[src/rtl/run_cmd_parser.sv]
// ASCII run-control command parser: 'g [hex]' (go) and 'q' (quit), CR/LF terminated.
// Optional macro RUN_CMD_STEP_EN adds the 's' single-step command.
module run_cmd_parser #(
  parameter logic [31:0] INIT_ADR   = 32'h0000_0000,
  parameter int unsigned MAX_DIGITS = 8
) (
  input  logic        clk,
  input  logic        rst,
  input  logic [7:0]  rx_data,
  input  logic        rx_rdy,
  input  logic        cpu_run_state,
  output logic        cpu_start,
  output logic        quit_cmd,
  output logic [29:0] start_adr,
  output logic        cmd_err,
  output logic        parser_busy
);

`ifdef RUN_CMD_STEP_EN
  typedef enum logic [2:0] {IDLE, GO_ADR, QUIT_EOL, ERR_EOL, STEP_EOL, STEP_QUIT} state_t;
`else
  typedef enum logic [1:0] {IDLE, GO_ADR, QUIT_EOL, ERR_EOL} state_t;
`endif

  localparam logic [3:0] MAX_CNT = 4'(MAX_DIGITS);

  state_t      state;
  logic [31:0] acc;
  logic [3:0]  cnt;

  logic       is_term;
  logic       is_space;
  logic       is_hex;
  logic [3:0] nibble;
  logic [7:0] lower;

  always_comb begin
    is_term  = (rx_data == 8'h0D) || (rx_data == 8'h0A);
    is_space = (rx_data == 8'h20);
    lower    = rx_data | 8'h20;
    is_hex   = 1'b0;
    nibble   = rx_data[3:0];
    if (rx_data >= 8'h30 && rx_data <= 8'h39) begin
      is_hex = 1'b1;
    end else if (lower >= 8'h61 && lower <= 8'h66) begin
      is_hex = 1'b1;
      nibble = rx_data[3:0] + 4'd9;
    end
  end

  assign parser_busy = (state != IDLE);

  always_ff @(posedge clk) begin
    if (rst) begin
      state     <= IDLE;
      acc       <= '0;
      cnt       <= '0;
      start_adr <= INIT_ADR[31:2];
      cpu_start <= 1'b0;
      quit_cmd  <= 1'b0;
      cmd_err   <= 1'b0;
    end else begin
      cpu_start <= 1'b0;
      quit_cmd  <= 1'b0;
      cmd_err   <= 1'b0;
`ifdef RUN_CMD_STEP_EN
      // Second half of a step; a byte arriving now is decoded as if in IDLE.
      if (state == STEP_QUIT) begin
        quit_cmd <= 1'b1;
        state    <= IDLE;
      end
`endif
      if (rx_rdy) begin
        case (state)
`ifdef RUN_CMD_STEP_EN
          IDLE, STEP_QUIT: begin
`else
          IDLE: begin
`endif
            if (lower == 8'h67) begin
              state <= GO_ADR;
              acc   <= '0;
              cnt   <= '0;
            end else if (lower == 8'h71) begin
              state <= QUIT_EOL;
`ifdef RUN_CMD_STEP_EN
            end else if (lower == 8'h73) begin
              state <= STEP_EOL;
`endif
            end else if (is_space || is_term) begin
              state <= IDLE;
            end else begin
              state <= ERR_EOL;
            end
          end

          GO_ADR: begin
            if (is_term) begin
              state <= IDLE;
              if (cpu_run_state) begin
                cmd_err <= 1'b1;
              end else if (cnt != 4'd0 && acc[1:0] != 2'b00) begin
                cmd_err <= 1'b1;
              end else begin
                if (cnt != 4'd0) start_adr <= acc[31:2];
                cpu_start <= 1'b1;
              end
            end else if (is_hex) begin
              if (cnt == MAX_CNT) begin
                state <= ERR_EOL;
              end else begin
                acc <= {acc[27:0], nibble};
                cnt <= cnt + 4'd1;
              end
            end else if (is_space && cnt == 4'd0) begin
              state <= GO_ADR;
            end else begin
              state <= ERR_EOL;
            end
          end

          QUIT_EOL: begin
            if (is_term) begin
              state    <= IDLE;
              quit_cmd <= 1'b1;
            end else if (!is_space) begin
              state <= ERR_EOL;
            end
          end

`ifdef RUN_CMD_STEP_EN
          STEP_EOL: begin
            if (is_term) begin
              if (cpu_run_state) begin
                state   <= IDLE;
                cmd_err <= 1'b1;
              end else begin
                state     <= STEP_QUIT;
                cpu_start <= 1'b1;
              end
            end else if (!is_space) begin
              state <= ERR_EOL;
            end
          end
`endif

          ERR_EOL: begin
            if (is_term) begin
              state   <= IDLE;
              cmd_err <= 1'b1;
            end
          end

          default: state <= IDLE;
        endcase
      end
    end
  end

endmodule

[config.mk]
export PLATFORM = sky130hd
export DESIGN_NAME = run_cmd_parser
export DESIGN_NICKNAME = d
export VERILOG_FILES = /design/src/rtl/run_cmd_parser.sv
export SDC_FILE = /design/constraint.sdc
export NUM_CORES = 1
export LEC_CHECK = 0
export BUFFER_PORTS_ARGS = -buffer_cell sky130_fd_sc_hd__buf_2
export CAP_MARGIN = 10
export CELL_PAD_IN_SITES_DETAIL_PLACEMENT = 0
export CELL_PAD_IN_SITES_GLOBAL_PLACEMENT = 1
export CORE_ASPECT_RATIO = 0.8
export CORE_UTILIZATION = 39
export CTS_BUF_LIST = sky130_fd_sc_hd__clkbuf_8
export CTS_CLUSTER_DIAMETER = 150
export DETAILED_ROUTE_END_ITERATION = 8
export PLACE_DENSITY_LB_ADDON = 0.1
export SYNTH_ARGS = -nofsm -noshare
export SYNTH_HDL_FRONTEND = slang
export SYNTH_SLANG_ARGS = --single-unit
[constraint.sdc]
create_clock -name clk -period 2 [get_ports clk]
set_input_delay 0.4 -clock clk [delete_from_list [all_inputs] [get_ports clk]]
set_output_delay 0.4 -clock clk [all_outputs]
set_load 0.01 [all_outputs]
Word-level counts from Yosys, hierarchy flattened:

Cells that the tools add are included.

* reductions and logical operators: 18
* $add $sub $neg: 2
* bitwise operators: 6
* muxes and demuxes: 31
* equal/unequal tests: 16
* order comparisons: 4

Operators with widths (count)
* 32-bit two-way mux: 4
* 32-bit case mux with 2 select lines: 1
* 4-bit two-way mux: 6
* 2-bit two-way mux: 10
* 8-bit by 4-bit equality test with 1-bit output (second input constant): 2
* 7-bit by 6-bit equality test with 1-bit output (second input constant): 2
* 6-bit AND reduction: 2
* 2-bit != test (second input constant): 5
* 8-bit by 6-bit equality test with 1-bit output (second input constant): 1
* 8-bit by 6-bit greater-or-equal comparator with 1-bit output (second input constant): 1
* 8-bit by 7-bit greater-or-equal comparator with 1-bit output (second input constant): 1
* 8-bit by 6-bit <= comparator with 1-bit output (second input constant): 1
* 8-bit by 7-bit <= comparator with 1-bit output (second input constant): 1
* 2-bit case mux with 4 select lines: 1
* 4-bit case mux with 2 select lines: 1
* 1-bit two-way mux: 7
* 1-bit inverter: 6
* 2-bit nonzero test: 3
* 5-bit OR reduction: 1
* 4-bit by 1-bit adder with 4-bit output (second input constant): 1
* 4-bit adder (second input constant): 1
* 2-bit equality test (second input constant): 2
* 4-bit equality test (second input constant): 1
* 1-bit logical AND: 4
* 11 further kinds: 12

* bits in registers: 71

Depth between registers and ports, before layout:

* depth in word-level cells: 8
* depth in mapped cells: 9
* depth with buffers taken out: 7

Worst setup path after synthesis:

OpenSTA, ideal clock, no wires.

* path kind: input to register
* start point: input rx_data[3]
* end point: register acc[1]
* data required time: 1913 ps
* library setup time: 87 ps
* setup slack: -34 ps
* arrival: 1947 ps
* path buffers: 1
* stages on the path: 6
* cells stage by stage: or4b_1 buf_6 nor4_4 nor2_2 or3_1 o31ai_1

* cells in the longest elaborated chain, start to end: 8

RTL lines
* start: declaration: line 9 `input logic [7:0] rx_data,`
* 8-bit by 7-bit greater-or-equal comparator with 1-bit output or 8-bit by 7-bit <= comparator with 1-bit output (tied branches): line 45 `end else if (lower >= 8'h61 && lower <= 8'h66) begin`
* 1-bit logical AND: line 45
* 4-bit two-way mux: line 45
* 4-bit two-way mux: line 43 `if (rx_data >= 8'h30 && rx_data <= 8'h39) begin`
* 32-bit two-way mux: line 109 `if (cnt == MAX_CNT) begin`
* 32-bit two-way mux: line 108 `end else if (is_hex) begin`
* 32-bit two-way mux: line 98 `if (is_term) begin`
* 32-bit case mux with 2 select lines: line 74 `case (state)`
* end signal: assignment: line 112 `acc <= {acc[27:0], nibble};`
* end: declaration: line 28 `logic [31:0] acc;`

Parallel ways exist; a longest one is shown, timed or not. The select of a mux whose other input is x is not followed.
A chain may end at the register's enable or synchronous reset.

Worst setup path in the final report:

* start point: input rx_data[0]
* end point: register start_adr[11]

* cells in the longest elaborated chain, start to end: 3

RTL lines
* 8-bit by 4-bit equality test with 1-bit output: line 38 `is_term = (rx_data == 8'h0D) || (rx_data == 8'h0A);`
* 1-bit logical OR (*): line 38
* 6-bit AND reduction (no source line) (*)
* end signal: assignment: line 58 `start_adr <= INIT_ADR[31:2];`
* end signal: assignment: line 105 `if (cnt != 4'd0) start_adr <= acc[31:2];`
* end: declaration: line 14 `output logic [29:0] start_adr,`

Mark *: on every way between the ends. The rest lies on a longest branch, timed or not.

==> results.json <==
{
  "wl_per_cell_microns": 15.4,
  "grt_usage_pct": 21.5,
  "setup_viol": 0,
  "yosysSeqAreaShare_pct": 45.8,
  "synth_edf_count": 0,
  "synth_fp_nets": 399,
  "start_kind": "input pin",
  "vias_per_cell": 5.35,
  "power.density_nw_per_um2": 719,
  "grt_overflow": 0,
  "antenna_left": 0,
  "ios": 46,
  "fmax_mhz": 519,
  "drc_errors": 0,
  "final_util_pct": 53.8,
  "port-buffer-count": 45,
  "first_pass_iters": 5,
  "clock_skew_ns": 0.00991,
  "clock_tree.root_cell": "clkbuf_8",
  "slew_headroom_pct": 75.6,
  "routed_wl_mm": 8.63,
  "routabilityCongestion": 0.830,
  "fin_ws_ns": 0.0718,
  "dpl.cell_count": 539,
  "setup_tns_ns": 0,
  "netlist_area_sq_um": 3100,
  "drive_above_1_share_pct": 27.3,
  "hpwl_mm": 5.46,
  "antenna_found_initial": 0,
  "worstMarginPinSlew_ns": 0.366,
  "critPathArrivalTime_ns": 2.15,
  "status": "completed",
  "irDropWorstVdd_uv": 427,
  "die-area_sq_um": 8320,
  "cts.sinks": 71,
  "die_width_microns": 102,
  "cts_tree": "done",
  "hold_class": "input pin to flop",
  "syn_inst": 381,
  "n_fill_cell": 734,
  "hold_viol_final": 0,
  "grt_max_degree": 45,
  "endpoint_kind": "flop",
  "path_class": "input pin to flop",
  "critical_path_required_ns": 2.23,
  "fin_nets": 468,
  "async_flop_share_pct": 0,
  "post-route-min-period_ns": 1.93,
  "antenna_cells": 0,
  "grt_pass1_wl_mm": 13.6,
  "die_height_microns": 81.8,
  "drt_iter0_markers": 192,
  "row_count": 28,
  "pre_cts_ws_ns": -0.284,
  "ys.flop_type": "dfxtp_1",
  "ys_warn_count": 0,
  "syn_area_per_cell_sq_um": 8.14,
  "yosysMostFrequentCell": "dfxtp_1",
  "crit_fanout": 7,
  "cap_violations": 0,
  "stdcell_count": 560,
  "route.vias.total": 2997,
  "clk_latency_ns": 0.34,
  "synth_top_area_share_pct": 45.8,
  "synth_top_area_cell": "dfxtp_1",
  "hold_ws_ns": 0.386,
  "ys_types": 43,
  "coreArea_sq_um": 7530,
  "yosys-top-cells-count": "dfxtp_1 (71), nand2_1 (69), a21oi_1 (67), nand3_1 (34), o21ai_0 (32)",
  "ctsLongestPathBuffers": 2,
  "clkTransAtPathRegs_ns": 0.07,
  "grt_pass1_vias": 2697,
  "cts_inserted_buffers": 9,
  "p_leak_nw": 1.54,
  "maxSlewViolCount": 0,
  "htree_num_levels": 3,
  "period_share_pct": 96.4,
  "ys_ff_latch": 71,
  "area_growth_pct": 30.6,
  "initial_core_util_pct": 41.2,
  "synth_area_leaders": "dfxtp_1 (46%), a21oi_1 (11%), nand2_1 (8.3%)"
}
-- stage by stage --
| stage | total power [mW] | cell area (sq um) |
|---|---|---|
| after floorplan | 1.58 | 3120 |
| after global placement | 1.68 | 3670 |
| after detailed placement | 1.68 | 3670 |
| after CTS | 2.94 | 3930 |
| after global routing | 3.04 | 4050 |
| final | 2.92 | 4050 |
-- worst paths after layout --
kind	cells past startpoint	to	slack (ns)	start
min reg2reg	2	start_adr[29]	0.45	acc[31]
max reg2reg	8	start_adr[11]	0.09	cnt[0]
min	3	state[0]	0.39	rx_rdy
max	10	start_adr[11]	0.07	rx_data[0]
-- placed cells by master, fill, tap and decap left out, drive strengths merged, types with 4 or more instances in the layout --
| master | n |
|---|---|
| nand2 | 69 |
| nor4 | 4 |
| nor2 | 6 |
| a211o | 4 |
| ha | 6 |
| nand3 | 34 |
| clkbuf | 13 |
| o21ai | 33 |
| a21oi | 67 |
| inv | 10 |
| dfxtp | 71 |
| nor3 | 8 |
| a31oi | 4 |
| nor2b | 4 |
| buf | 86 |
-- power by group --
group          internal, mW  switching [mW]
Clock                 0.731           0.527
Combinational        0.0850           0.148
Sequential             1.42         0.00733
Total                  2.23           0.682
-- worst max-delay path, stage by stage --
cell and delay, ns:
buf_2 0.13, inv_1 0.10, ha_1 0.15, mux2_2 0.17, buf_4 0.11, nand3_1 0.10
or4_4 0.66, clkbuf_16 0.21, nand2_1 0.06, a21oi_1 0.06
-- repair_timing --
item	4_1_cts	5_1_grt
pin swaps	1	6
endpoints found under the setup margin	30	56
buffers inserted	0	2
cloned	1	3
hold buffers	0	0
resized for setup	2	11
-- registers in the layout, indices dropped and copies added, names as in the netlist --
register / flops
acc: 32
start_adr: 30
cnt: 4
state: 2
cmd_err: 1
cpu_start: 1
quit_cmd: 1
-- cell families (layout without fill, tap and decap cells) --
| kind of cell | count (synthesis) | count (layout) | share of synthesized area [%] |
|---|---|---|---|
| and+or+nand+nor | 139 | 139 | 22.9 |
| AOI/OAI and AO/OA | 122 | 122 | 21.9 |
| DFF | 71 | 71 | 45.8 |
| buffers and inverters | 40 | 114 | 6.05 |
| adders and majority gates | 6 | 6 | 2.42 |
| muxes | 2 | 2 | 0.685 |
| xor gates and xnor gates | 1 | 1 | 0.282 |
-- per-layer routing --
layer | vias to the layer above | routed length (microns) | track usage [%]
met4 | 0 | 65 | 5.51
met1 | 1416 | 4530 | 33.0
li1 | 1481 | - | -
met3 | 6 | 512 | 5.70
met2 | 94 | 3520 | 29.1
met5 | - | 0 | 0
-- final cells by class --
| type | instances | area, sq um | area share (%) |
|---|---|---|---|
| clock inverters | 6 | 85.1 | 2.10 |
| flip-flops and latches | 71 | 1420 | 35.1 |
| inverters | 9 | 33.8 | 0.833 |
| repair buffers | 89 | 682 | 16.8 |
| well taps | 105 | 131 | 3.24 |
| multi-input cells | 270 | 1560 | 38.5 |
| clock buffers | 10 | 138 | 3.40 |
Note: power is estimated with default switching activity, not from simulation.
